===== config.mk =====
export PLATFORM = sky130hd
export DESIGN_NAME = vfd_capture
export DESIGN_NICKNAME = d
export VERILOG_FILES = /design/src/rtl/vfd_capture.sv
export SDC_FILE = /design/constraint.sdc
export NUM_CORES = 1
export LEC_CHECK = 0
export ABC_AREA = 1
export CAP_MARGIN = 20
export CORE_MARGIN = 3
export CORE_UTILIZATION = 36
export CTS_BUF_LIST = sky130_fd_sc_hd__clkbuf_4 sky130_fd_sc_hd__clkbuf_8 sky130_fd_sc_hd__clkbuf_16
export DETAILED_ROUTE_END_ITERATION = 16
export GPL_TIMING_DRIVEN = 0
export PLACE_DENSITY = 0.63
export SYNTH_ARGS = -nofsm -noshare
export SYNTH_HDL_FRONTEND = slang
export SYNTH_SLANG_ARGS = --single-unit

===== constraint.sdc =====
create_clock -name clk -period 14.81 [get_ports clk]
set_input_delay 1.481 -clock clk [delete_from_list [all_inputs] [get_ports clk]]
set_output_delay 1.481 -clock clk [all_outputs]
set_load 0.05 [all_outputs]

===== src/rtl/vfd_capture.sv =====
// -----------------------------------------------------------------------------
// vfd_capture
//
// Rebuilds the VFD frame from the multiplexed grid/segment drive that the MCU
// puts on its output ports. The drive is sampled every clock. Once a sample has
// been stable for SETTLE clocks, the active grid's segment word is written into
// a per-grid frame buffer. Each buffered grid has a persistence counter: it
// blanks DECAY clocks after the grid was last captured, unless it is
// recaptured first. The renderer reads the buffer through a registered port.
//
// Ports
//   clk        system clock (shared with the MCU)
//   reset      asynchronous reset, active-high
//   grid_i     grid drive, bit n = grid n active (one-hot, 0 = blanking)
//   seg_i      segment drive for the active grid
//   rd_addr    frame buffer read index
//   rd_data    fb[rd_addr], one clock after rd_addr (0 for an index >= NGRID)
//   cap_stb    one-clock pulse: a grid was captured
//   cap_idx    index of the most recently captured grid
//   frame_stb  one-clock pulse: grid 0 captured after a higher-numbered grid
//   multi_err  one-clock pulse: a settled grid drive had more than one bit set
// -----------------------------------------------------------------------------
module vfd_capture #(
    parameter int NGRID   = 8,
    parameter int NSEG    = 16,
    parameter int SETTLE  = 4,
    parameter int DECAY_W = 8,
    parameter int DECAY   = 200
) (
    input  logic                     clk,
    input  logic                     reset,
    input  logic [NGRID-1:0]         grid_i,
    input  logic [NSEG-1:0]          seg_i,
    input  logic [$clog2(NGRID)-1:0] rd_addr,
    output logic [NSEG-1:0]          rd_data,
    output logic                     cap_stb,
    output logic [$clog2(NGRID)-1:0] cap_idx,
    output logic                     frame_stb,
    output logic                     multi_err
);

    localparam int IDX_W = $clog2(NGRID);
    localparam int CNT_W = $clog2(SETTLE + 1);
    localparam int SW    = NGRID + NSEG;

    typedef enum logic {
        ST_WAIT = 1'b0,
        ST_HELD = 1'b1
    } state_t;

    // ------------------------------------------------------------------
    // Registers
    // ------------------------------------------------------------------
    logic [SW-1:0]    s_q, s_d;
    logic [CNT_W-1:0] stab_cnt_q, stab_cnt_d;
    state_t           state_q, state_d;
    logic [NSEG-1:0]  rd_data_q, rd_data_d;
    logic             cap_stb_q, cap_stb_d;
    logic [IDX_W-1:0] cap_idx_q, cap_idx_d;
    logic             frame_stb_q, frame_stb_d;
    logic             multi_err_q, multi_err_d;

    // Frame buffer contents gathered from the per-grid slices below.
    logic [NGRID-1:0][NSEG-1:0] fb_all;

    // ------------------------------------------------------------------
    // Sample decode
    // ------------------------------------------------------------------
    logic [NGRID-1:0] grid_w;
    logic [NSEG-1:0]  seg_w;
    logic             changed;
    logic             grid_any;
    logic             grid_multi;
    logic [IDX_W-1:0] grid_idx;
    logic             settle_evt;
    logic             cap_we;

    assign s_d     = {grid_i, seg_i};
    assign grid_w  = s_q[SW-1:NSEG];
    assign seg_w   = s_q[NSEG-1:0];
    assign changed = (s_d != s_q);

    // x & (x-1) clears the lowest set bit; anything left means two or more bits.
    assign grid_any   = |grid_w;
    assign grid_multi = (grid_w & (grid_w - NGRID'(1))) != '0;

    always_comb begin
        grid_idx = '0;
        for (int i = 0; i < NGRID; i++) begin
            if (grid_w[i]) begin
                grid_idx = IDX_W'(i);
            end
        end
    end

    // ------------------------------------------------------------------
    // Stability counter: restarts whenever the sample register takes a
    // new value, otherwise counts up and parks at SETTLE.
    // ------------------------------------------------------------------
    always_comb begin
        stab_cnt_d = stab_cnt_q;
        if (changed) begin
            stab_cnt_d = '0;
        end else if (stab_cnt_q != CNT_W'(SETTLE)) begin
            stab_cnt_d = stab_cnt_q + CNT_W'(1);
        end
    end

    // ------------------------------------------------------------------
    // Settle FSM. The settle event is the edge on which the counter steps
    // from SETTLE-1 to SETTLE; HELD then blocks further events until the
    // drive moves again.
    // ------------------------------------------------------------------
    always_comb begin
        state_d    = state_q;
        settle_evt = 1'b0;
        case (state_q)
            ST_WAIT: begin
                if (!changed && stab_cnt_q == CNT_W'(SETTLE - 1)) begin
                    settle_evt = 1'b1;
                    state_d    = ST_HELD;
                end
            end
            ST_HELD: begin
                if (changed) begin
                    state_d = ST_WAIT;
                end
            end
            default: state_d = ST_WAIT;
        endcase
    end

    // Blanking (no grid) settles silently; a multi-grid drive is flagged
    // and never written.
    assign cap_we = settle_evt && grid_any && !grid_multi;

    // ------------------------------------------------------------------
    // Strobes and capture index. cap_idx_q doubles as the previous
    // captured index used for frame-wrap detection, since both update on
    // every capture and nothing else.
    // ------------------------------------------------------------------
    always_comb begin
        cap_stb_d   = cap_we;
        multi_err_d = settle_evt && grid_multi;
        frame_stb_d = cap_we && (grid_idx == '0) && (cap_idx_q != '0);
        cap_idx_d   = cap_we ? grid_idx : cap_idx_q;
    end

    // ------------------------------------------------------------------
    // Read port. Reads the current (pre-write) contents, so a same-edge
    // write to the addressed grid shows up one clock later.
    // ------------------------------------------------------------------
    always_comb begin
        rd_data_d = '0;
        for (int i = 0; i < NGRID; i++) begin
            if (rd_addr == IDX_W'(i)) begin
                rd_data_d = fb_all[i];
            end
        end
    end

    // ------------------------------------------------------------------
    // Per-grid frame buffer word and persistence counter
    // ------------------------------------------------------------------
    genvar gi;
    generate
        for (gi = 0; gi < NGRID; gi++) begin : g_grid
            logic [NSEG-1:0]    fb_q, fb_d;
            logic [DECAY_W-1:0] decay_q, decay_d;

            always_comb begin
                fb_d    = fb_q;
                decay_d = decay_q;
                if (cap_we && grid_idx == IDX_W'(gi)) begin
                    // A capture reloads the counter even if it was about to expire.
                    fb_d = seg_w;
                    if (DECAY != 0) begin
                        decay_d = DECAY_W'(DECAY);
                    end
                end else if (decay_q != '0) begin
                    decay_d = decay_q - DECAY_W'(1);
                    if (decay_q == DECAY_W'(1)) begin
                        fb_d = '0;
                    end
                end
            end

            always_ff @(posedge clk or posedge reset) begin
                if (reset) begin
                    fb_q    <= '0;
                    decay_q <= '0;
                end else begin
                    fb_q    <= fb_d;
                    decay_q <= decay_d;
                end
            end

            assign fb_all[gi] = fb_q;
        end
    endgenerate

    // ------------------------------------------------------------------
    // Control / output registers
    // ------------------------------------------------------------------
    always_ff @(posedge clk or posedge reset) begin
        if (reset) begin
            s_q         <= '0;
            stab_cnt_q  <= '0;
            state_q     <= ST_WAIT;
            rd_data_q   <= '0;
            cap_stb_q   <= 1'b0;
            cap_idx_q   <= '0;
            frame_stb_q <= 1'b0;
            multi_err_q <= 1'b0;
        end else begin
            s_q         <= s_d;
            stab_cnt_q  <= stab_cnt_d;
            state_q     <= state_d;
            rd_data_q   <= rd_data_d;
            cap_stb_q   <= cap_stb_d;
            cap_idx_q   <= cap_idx_d;
            frame_stb_q <= frame_stb_d;
            multi_err_q <= multi_err_d;
        end
    end

    assign rd_data   = rd_data_q;
    assign cap_stb   = cap_stb_q;
    assign cap_idx   = cap_idx_q;
    assign frame_stb = frame_stb_q;
    assign multi_err = multi_err_q;

endmodule


==> results.md <==
* Outcome: completed
* Crit end category: flop
* Slew Limit Fails at 0
* Initial antenna violation count at 0
* Met3 routed WL at 1924 um
* Number of port buffers at 50
* Vias in the first global route at between 8k and 9k
* Combinational group share of total power at under 10%
* Postcts setup bufs at 0
* Routability Congestion at a little over 0.9
* Reg2Reg Setup Slack at 12110 ps
* Setup violation total in the final timing report at 0
* Pwr dens at about 110 nW/um2
* Max-cap violation count at 0
* Die Width at 183.8 um
* Syn nets at approximately 1.4k
* Crit path time final at roughly 3700 ps
* CTS Hold Bufs at 0
* R2r worst-path depth at 13
* Post-Route Skew at 14.83 ps
* Via Count at about 9.5k
* Asr flop ratio synth at 100.0%
* Crit path DAT at ~4100 ps
* Synth warn at 0
* Most common cell in the synthesized netlist: nand2_1
* Post-DP Area at around 12000 um2
* Dominant cells by area after synthesis: dfrtp_1 53%, nand2_1 8.5%, nand3_1 7.9%, inv_1 5.3%, o21ai_0 5.1%
* Commonest cells post-synth: 259 x nand2_1, 242 x dfrtp_1, 180 x nand3_1, 161 x inv_1, 116 x o21ai_0
* Yosys reg bits at 242
* Die area at between 30000 and 40000 um2
* P_int at between 1000 and 1500 uW
* Die span in y at around 180 um
* Mapped Cells at about 1.3k
* Net Switching at approximately 320 uW
* I/O pin count at 51
* Syn Area/Cell at between 8 and 9 um2
* Synth Cell Area at approximately 11000 um2
* Crit share post-route at between 20% and 30%
* # DRC at 0
* Setup TNS at 0 ps
* GRT Util Overall at between 10% and 20%
* Yosys top cell area share at 53.23%
* F_max at 269.7 MHz
* Crit path required time at 15190 ps
* Synth Flop Type: dfrtp_1
* Kind of critical path: primary input to flop
* CORE AREA at approximately 31000 um2
* Cts repair resizes at 0
* Number of distinct library cells after synthesis at 36
* 1st-iter DRT viols at slightly below 700
* Sequential share of power at a little under half
* GRT overflow at 0
* Rows at 64
* H-tree Lvls at 1
* Worst setup SP type: primary input
* Vias per cell at 5.162
* Clk network pwr share at about half
* Largest net degree at the start of global routing at ~130
* Switch share at ~22%
* Avg WL per Cell at about 16 um
* Initial Utilization at a little under two fifths
* Final hold vios at 0
* Worst Max-Slew Pin Slew at about 1100 ps
* First-pass GRT wire length at approximately 48000 um
* RR Startpoint: s_q[6]
* CTS sink count at roughly 240
* Max transition margin at between 20 and 30%
* Hold WC Path Type: flop to flop
* DP HPWL at roughly 21000 um
* Post-route ant nets at 0
* Clock Tree Root: clkbuf_16
* CTS max path bufs at 3
* Ant. Diodes at 0
* Clock transition at the registers of the reported paths at around 60 ps
* Reg2reg end: g_grid[6].fb_q[15]
* CP endpoint: rd_data[14]
* Met2 WL at 13350 um
* Critical path fanouts, max at 10
* Critical path origin: rd_addr[2]
* Area Growth Syn to Fin at 17.43%
* Post-synth EDFFs at 0
* Top Layer Used: met4
* Fraction of layout cells with a size suffix above 1 at just over 7%
* TritonCTS clock tree: done
* Routed met1 length at between 10000 and 15000 um
* CTS Buf Count at 26
* Cell taking the most area after synthesis: dfrtp_1
* Worst vdd ir at ~92 uV
* Pre-antenna DRT Iters at 5
* Post-layout instance area at roughly 13000 um2
* Post-Route WL at 29900 um
* Seq/Total Area, Yosys at between 50% and 60%
* Unrepaired setup endpoints after global routing: false
* Nets at 1470
* Leakage at approximately 0.0064 uW
* Clk_lat worst skew at 530 ps
## power by group through the flow
stage	logic [uW]	registers [uW]	clock network, uW
final	62.2	670	713
after global routing	69.3	670	751
after CTS	63.2	670	725
after detailed placement	63.1	682	0
after global placement	61.5	683	0
after floorplan	31.9	684	0
## through the flow
stage	std cells	total power [uW]	setup WS [ps]	hold slack, ps	util, %
after global routing	1838	1491	10910	533.4	43.34
after global placement	1789	744.1	3301	486.6	40.13
after CTS	1838	1458	11120	506.1	43.34
after floorplan	1343	715.5	6684	459.8	-
final	1838	1445	11100	501.7	43.34
after detailed placement	1790	745.4	10600	492.1	40.25
## layout make-up
cell class,instances,area (um2)
inverters,172,653.1
flip-flops and latches,242,6056
fillers,2972,17470
repair buffers,51,528.0
well taps,396,495.5
plain buffers,54,242.7
multi-input cells,875,4433
clock inverters,10,156.4
clock buffers,38,795.8
## sequential cells by signal, indices dropped and copies added, names as in the netlist
| name | cells |
|---|---|
| rd_data | 16 |
| cap_idx | 3 |
| multi_err | 1 |
| state_q | 1 |
| cap_stb | 1 |
| frame_stb | 1 |
| g_grid.decay_q | 64 |
| stab_cnt_q | 3 |
| s_q | 24 |
| g_grid.fb_q | 128 |
## worst min-delay path by stage
stage / slack [ps] / endpoint / start / cells after the start
detailed placement: 490 / g_grid[3].fb_q[2] / g_grid[3].fb_q[2] / 2
finish: 500 / g_grid[3].fb_q[2] / g_grid[3].fb_q[2] / 2
global placement: 490 / g_grid[5].fb_q[13] / g_grid[5].fb_q[13] / 2
global route: 530 / rd_data[14] / g_grid[6].fb_q[14] / 2
CTS: 510 / g_grid[3].fb_q[2] / g_grid[3].fb_q[2] / 2
floorplan: 460 / rd_data[10] / g_grid[4].fb_q[10] / 2
## cells by family (layout without fill, tap and decap cells)
logic type | count (synthesis) | count (layout) | synth area share [%]
AND/OR/NAND/NOR | 640 | 640 | 25.95
flip-flops | 242 | 242 | 53.23
buffers and inverters | 226 | 325 | 7.808
AO/OA/AOI/OAI | 193 | 193 | 9.150
XOR/XNOR | 23 | 23 | 1.771
adder cells (fa/ha/maj) | 19 | 19 | 2.090
## critical path: stages
cell	delay (ps)
clkdlybuf4s50_1	580
inv_1	90
clkbuf_1	260
nand3_1	320
clkbuf_1	430
o21ai_0	280
a21oi_1	260
nand4_1	120
o21ai_0	150
nand3_1	120
## placed cells by master, fill, tap and decap left out, types with 7 or more instances in the layout
cell,count
nand2_1,259
dfrtp_1,242
nand3_1,180
inv_1,160
o21ai_0,116
nor2_1,86
nand4_1,69
clkdlybuf4s50_1,50
a21oi_1,30
clkbuf_1,29
clkbuf_16,27
nor3_1,24
o21ai_1,21
buf_2,20
ha_1,19
xor2_1,16
inv_2,11
o211ai_1,10
nor2_2,7
xnor2_1,7
o2111ai_1,7
## layer usage
| layer | GRT usage, % | vias to the layer above |
|---|---|---|
| met5 | 0 | - |
| met4 | 5.655 | 0 |
| met3 | 3.205 | 61 |
| met2 | 27.51 | 242 |
| met1 | 25.86 | 4553 |
| li1 | - | 4631 |
Note: power is estimated with default switching activity, not from simulation.
==> RTL change 1 (same settings) <==
`rd_data_q` no longer has a reset.
--- a/src/rtl/vfd_capture.sv
+++ b/src/rtl/vfd_capture.sv
@@ -209,3 +209,2 @@
             state_q     <= ST_WAIT;
-            rd_data_q   <= '0;
             cap_stb_q   <= 1'b0;
@@ -218,3 +217,2 @@
             state_q     <= state_d;
-            rd_data_q   <= rd_data_d;
             cap_stb_q   <= cap_stb_d;
@@ -224,2 +222,6 @@
         end
+    end
+
+    always_ff @(posedge clk) begin
+        rd_data_q <= rd_data_d;
     end
Function: differs if reset is asserted again (counterexample within 10 cycles, from zero or initial values and one cycle with reset high); with reset held inactive, the same outputs for 10 cycles.
==> RTL change 1 against the original RTL <==
- wire length grew 2.7%
- cell count grew 6.9%
- via count grew 5.9%
- final area grew 1.8%
- area after synthesis grew 1.8%
- clock skew grew 0.0089 ns
- power shrank 0.22%
- largest cell class unchanged
- setup slack gained 0.074 ns
- sequential cell count is the same
- critical path type unchanged
- critical path depth grew 3
==> RTL change 1: results (changes against the original RTL) <==
[timing]
tightest_slew_ns = 1.04  ; was 1.05 ns
hold_slack_ns = 0.497  ; was 0.502 ns
finalClockSkew_ns = 0.0237  ; was 0.0148 ns
fin_crit_sh_pct = 24.5  ; was 25.0%

[synthesis]
synth_area_leaders = dfrtp_1 49%, nand3_1 13%, nand2_1 12%, inv_1 4.9%, nor2_1 3.0%  ; was dfrtp_1 53%, nand2_1 8.5%, nand3_1 7.9%, inv_1 5.3%, o21ai_0 5.1%
netlist_top_cells_count = 367 x nand2_1, 309 x nand3_1, 226 x dfrtp_1  ; was 259 x nand2_1, 242 x dfrtp_1, 180 x nand3_1
yosys.area_share.adder_pct = 2.05  ; was 2.09%
synth_nets = 1507  ; was 1,391
netlist-cell-type-count = 29  ; was 36
ys_seq_area_share_pct = 51.6  ; was 53.2%
synth_xor_xnor_area_share_pct = 0.907  ; was 1.77%
async_flop_share_pct = 93.4  ; was 100%
synth_area_per_cell_um2 = 7.94  ; was 8.47 µm²
synth_compound_area_share_pct = 5.48  ; was 9.15%

[grt]
first_global_vias = 9685  ; was 8,982
track_usage_pct = 18.2  ; was 17.9%
grt_first_pass_wirelength_mm = 50.7  ; was 48.4 mm
grt_max_degree = 92  ; was 125

[placement]
dp.final_hpwl_mm = 21.9  ; was 21.4 mm
preCtsSetupSlack_ns = 10.66  ; was 10.60 ns
globalplace.congestion = 0.869  ; was 0.918
postPlaceCellArea_um2 = 12600  ; was 12,400 µm²
place_inst = 1913  ; was 1,790

[pwr]
peakVddDrop_mv = 0.0834  ; was 0.0921 mV
p_leak_nw = 7.04  ; was 6.38 nW

[setup_path]
startpoint = seg_i[0]  ; was rd_addr[2]
rr_worst_depth = 9  ; was 13
timing.critical_path.to = g_grid[1].fb_q[11]$_DFFE_PP0P_  ; was rd_data[14]$_DFF_PP0_
path_max_fanout = 10  ; unchanged
rr_startpoint = s_q[19]$_DFF_PP0_  ; was s_q[6]$_DFF_PP0_
r2r_slack_ns = 11.86  ; was 12.11 ns
max_stage_delay_ns = 0.51  ; was 0.58 ns
arrival_ns = 4.06  ; was 4.09 ns
regToRegEndpoint = g_grid[0].fb_q[2]$_DFFE_PP0P_  ; was g_grid[6].fb_q[15]$_DFFE_PP0P_
crit_family = simple AND/OR/NAND/NOR gates  ; was buffers and inverters

[final_layout]
nNetsFinal = 1589  ; was 1,470
fill_cells = 3153  ; was 2,972
drive_gt1_share_pct = 7.49  ; was 7.07%

[clocking]
clock_latency_ns = 0.56  ; was 0.53 ns
clock_tree.root_cell = clkbuf_16  ; unchanged
cts_resized = 0  ; unchanged
cts_made_buffers = 28  ; was 26
cts_max_level = 1  ; unchanged

[status]
outcome = completed  ; unchanged

[drt]
drtIter0Drc = 948  ; was 691
wl_mm = 30.7  ; was 29.9 mm
vias = 10100  ; was 9,487
via_per_inst = 5.12  ; was 5.16

==> RTL change 1: cell count changes after synthesis, moves of 12 or more <==
cell     before  now
buf_2        20   34
dfrtp_1     242  226
dfxtp_1       0   16
nand2_1     259  367
nand3_1     180  309
nand4_1      69   31
o21ai_0     116   25
o21ai_1      21    9
==> RTL change 1: how the worst min path moves through the flow <==
stage	start	end
4_1_cts	g_grid[5].fb_q[9]$_DFFE_PP0P_	g_grid[5].fb_q[9]$_DFFE_PP0P_
3_3_place_gp	g_grid[5].fb_q[0]$_DFFE_PP0P_	g_grid[5].fb_q[0]$_DFFE_PP0P_
2_1_floorplan	g_grid[4].fb_q[8]$_DFFE_PP0P_	rd_data[8]$_DFF_P_
3_5_place_dp	g_grid[5].fb_q[9]$_DFFE_PP0P_	g_grid[5].fb_q[9]$_DFFE_PP0P_
5_1_grt	g_grid[7].fb_q[0]$_DFFE_PP0P_	g_grid[7].fb_q[0]$_DFFE_PP0P_
6_report	g_grid[7].fb_q[9]$_DFFE_PP0P_	g_grid[7].fb_q[9]$_DFFE_PP0P_
==> RTL change 1: cell type report <==
class	count	area, µm²	area share, %
inverter	173	657	4.83
buffer	74	320	2.35
sequential	242	5980	43.9
clock inverter	11	123	0.901
timing repair buffer	52	556	4.08
multi-input combinational	970	4640	34.1
tap	402	503	3.70
clock buffer	40	835	6.13
==> RTL change 1: per-layer routing <==
layer	vias up	global-route usage, %	share of wire [%]
li1	4914	-	-
met1	4801	25.6	46
met2	263	29.3	46
met3	72	2.51	5.2
met4	0	6.00	3.2
met5	-	0	0
==> RTL change 1: where the power goes <==
part | internal [mW] | switching [mW] | leakage, nW
clock | 0.427 | 0.280 | 0.482
combinational | 0.0174 | 0.0516 | 3.54
sequential | 0.664 | 0.00190 | 3.03
==> RTL change 2 (same flow settings) <==
Without the edit above. Change the parameter `NSEG` from 16 to 17.
--- a/src/rtl/vfd_capture.sv
+++ b/src/rtl/vfd_capture.sv
@@ -24,3 +24,3 @@
     parameter int NGRID   = 8,
-    parameter int NSEG    = 16,
+    parameter int NSEG    = 17,
     parameter int SETTLE  = 4,
Interface: changed (resized rd_data and seg_i); port bits go from 51 to 53. The function was not compared with the original's and may differ.
==> RTL change 2 against the original RTL <==
- sequential cell count is 10 higher
- clock skew is 0.0024 ns higher
- area after synthesis is 5.7% higher
- power is 0.43% higher
- non-clock buffer count is 25 higher
- synthesized cell count is 9.6% higher
- wire length is 3.1% higher
- final area is 5.3% higher
- setup slack worse by 0.089 ns
- sequential share of layout area is 0.51 points lower
- highest routed layer unchanged
==> RTL change 2: results (changes against the original RTL) <==
[status]
outcome = completed  ; unchanged

[synthesis]
netlist-cell-type-count = 33  ; was 36
synth_area_leaders = dfrtp_1 52%, nand2_1 14%, nand3_1 7.9%, inv_1 3.9%, nor2_1 3.3%  ; was dfrtp_1 53%, nand2_1 8.5%, nand3_1 7.9%, inv_1 5.3%, o21ai_0 5.1%

[setup_path]
rr_startpoint = s_q[1]$_DFF_PP0_  ; was s_q[6]$_DFF_PP0_
timing.critical_path.to = rd_data[0]$_DFF_PP0_  ; was rd_data[14]$_DFF_PP0_
slowest_stage = nor3_2  ; was clkdlybuf4s50_1
regToRegEndpoint = g_grid[7].fb_q[1]$_DFFE_PP0P_  ; was g_grid[6].fb_q[15]$_DFFE_PP0P_
r2r_slack_ns = 12.34  ; was 12.11 ns

[placement]
port_buffers = 51  ; was 50
dp.final_hpwl_mm = 22.0  ; was 21.4 mm
globalplace.congestion = 0.870  ; was 0.918

[timing]
finalClockSkew_ns = 0.0172  ; was 0.0148 ns
hold_slack_ns = 0.494  ; was 0.502 ns
slew_headroom_pct = 35.6  ; was 29.3%

[grt]
grt_max_degree = 102  ; was 125
grtUsageMet3_pct = 2.42  ; was 3.21%
met1_usage_pct = 25.3  ; was 25.9%
track_usage_pct = 17.3  ; was 17.9%
first_global_vias = 9716  ; was 8,982
grt_first_pass_wirelength_mm = 50.5  ; was 48.4 mm

[pwr]
peakVddDrop_mv = 0.109  ; was 0.0921 mV
p_leak_nw = 7.08  ; was 6.38 nW

[clocking]
clock_sinks = 252  ; was 242
post_cts_buffers = 0  ; unchanged
cts_made_buffers = 27  ; was 26

[final_layout]
nNetsFinal = 1605  ; was 1,470
area_share_nonclk_buffers_pct = 6.92  ; was 5.77%
fill_cells = 3273  ; was 2,972
multi_input_gates = 1003  ; was 875
layout.non_clock_inverters = 142  ; was 172
n_all_buffers = 130  ; was 105
clk_share_pct = 6.44  ; was 7.13%
multi_input_area_um2 = 4790  ; was 4430 µm²
seq_area_um2 = 6310  ; was 6060 µm²
drive_gt1_share_pct = 8.32  ; was 7.07%
top_regs = g_grid.fb_q (136), g_grid.decay_q (64), s_q (25)  ; was g_grid.fb_q (128), g_grid.decay_q (64), s_q (24)

[hold_path]
hp-start = g_grid[1].fb_q[0]$_DFFE_PP0P_  ; was g_grid[3].fb_q[2]$_DFFE_PP0P_
hold-path-endpoint = g_grid[1].fb_q[0]$_DFFE_PP0P_  ; was g_grid[3].fb_q[2]$_DFFE_PP0P_

[drt]
drtIter0Drc = 738  ; was 691
via_per_inst = 4.95  ; was 5.16
wl_met3_mm = 1.86  ; was 1.92 mm
wirelength_met1_mm = 14.3  ; was 13.6 mm

RTL change 2: cell types whose count changed in the layout (fill, tap and decap cells not counted), moves of 6 or more:
| cell | change |
|---|---|
| nor2_1 | +19 |
| nand2_1 | +183 |
| buf_4 | +16 |
| a21oi_1 | +16 |
| dfrtp_1 | +10 |
| nand4_1 | -9 |
| o21ai_1 | -18 |
| nand3_1 | +10 |
| o21ai_0 | -81 |
| nand3b_1 | +6 |
| o211ai_1 | -9 |
| inv_1 | -35 |
| buf_2 | +15 |
| nor3_1 | +11 |
RTL change 2: logic make-up after synthesis:
kind of cell / synth area share, %
flops: 52.4
simple gates: 31.0
compound gates: 4.48
xor+xnor: 2.33
fa+ha+maj: 1.98
buf+inv: 7.74
RTL change 2: power groups by stage:
stage / sequential (mW) / clock [mW] / combinational, mW
6_report: 0.695 / 0.682 / 0.0742
3_5_place_dp: 0.707 / 0 / 0.0748
5_1_grt: 0.695 / 0.724 / 0.0818
2_1_floorplan: 0.711 / 0 / 0.0389
3_3_place_gp: 0.708 / 0 / 0.0721
4_1_cts: 0.695 / 0.697 / 0.0750
RTL change 2: worst register-to-register path, cell delays in order, from the launching register on:
cell and delay [ns]:
dfrtp_1 0.31, buf_2 0.36, xnor2_1 0.19, nand3_1 0.10
nor2_1 0.15, nand2_1 0.10, nor2_2 0.18, nand3_1 0.22
nor2_2 0.35, buf_4 0.25, nand4_1 0.11, nand2_1 0.09
RTL change 2: per-stage QoR:
step / cells / total power [mW] / instance area, µm² / util, %
3_5_place_dp: 1969 / 0.782 / 13200 / 40.3
2_1_floorplan: 1472 / 0.750 / 12000 / -
5_1_grt: 2017 / 1.50 / 14100 / 43.0
6_report: 2017 / 1.45 / 14100 / 43.0
3_3_place_gp: 1965 / 0.780 / 13100 / 40.0
4_1_cts: 2017 / 1.47 / 14100 / 43.0
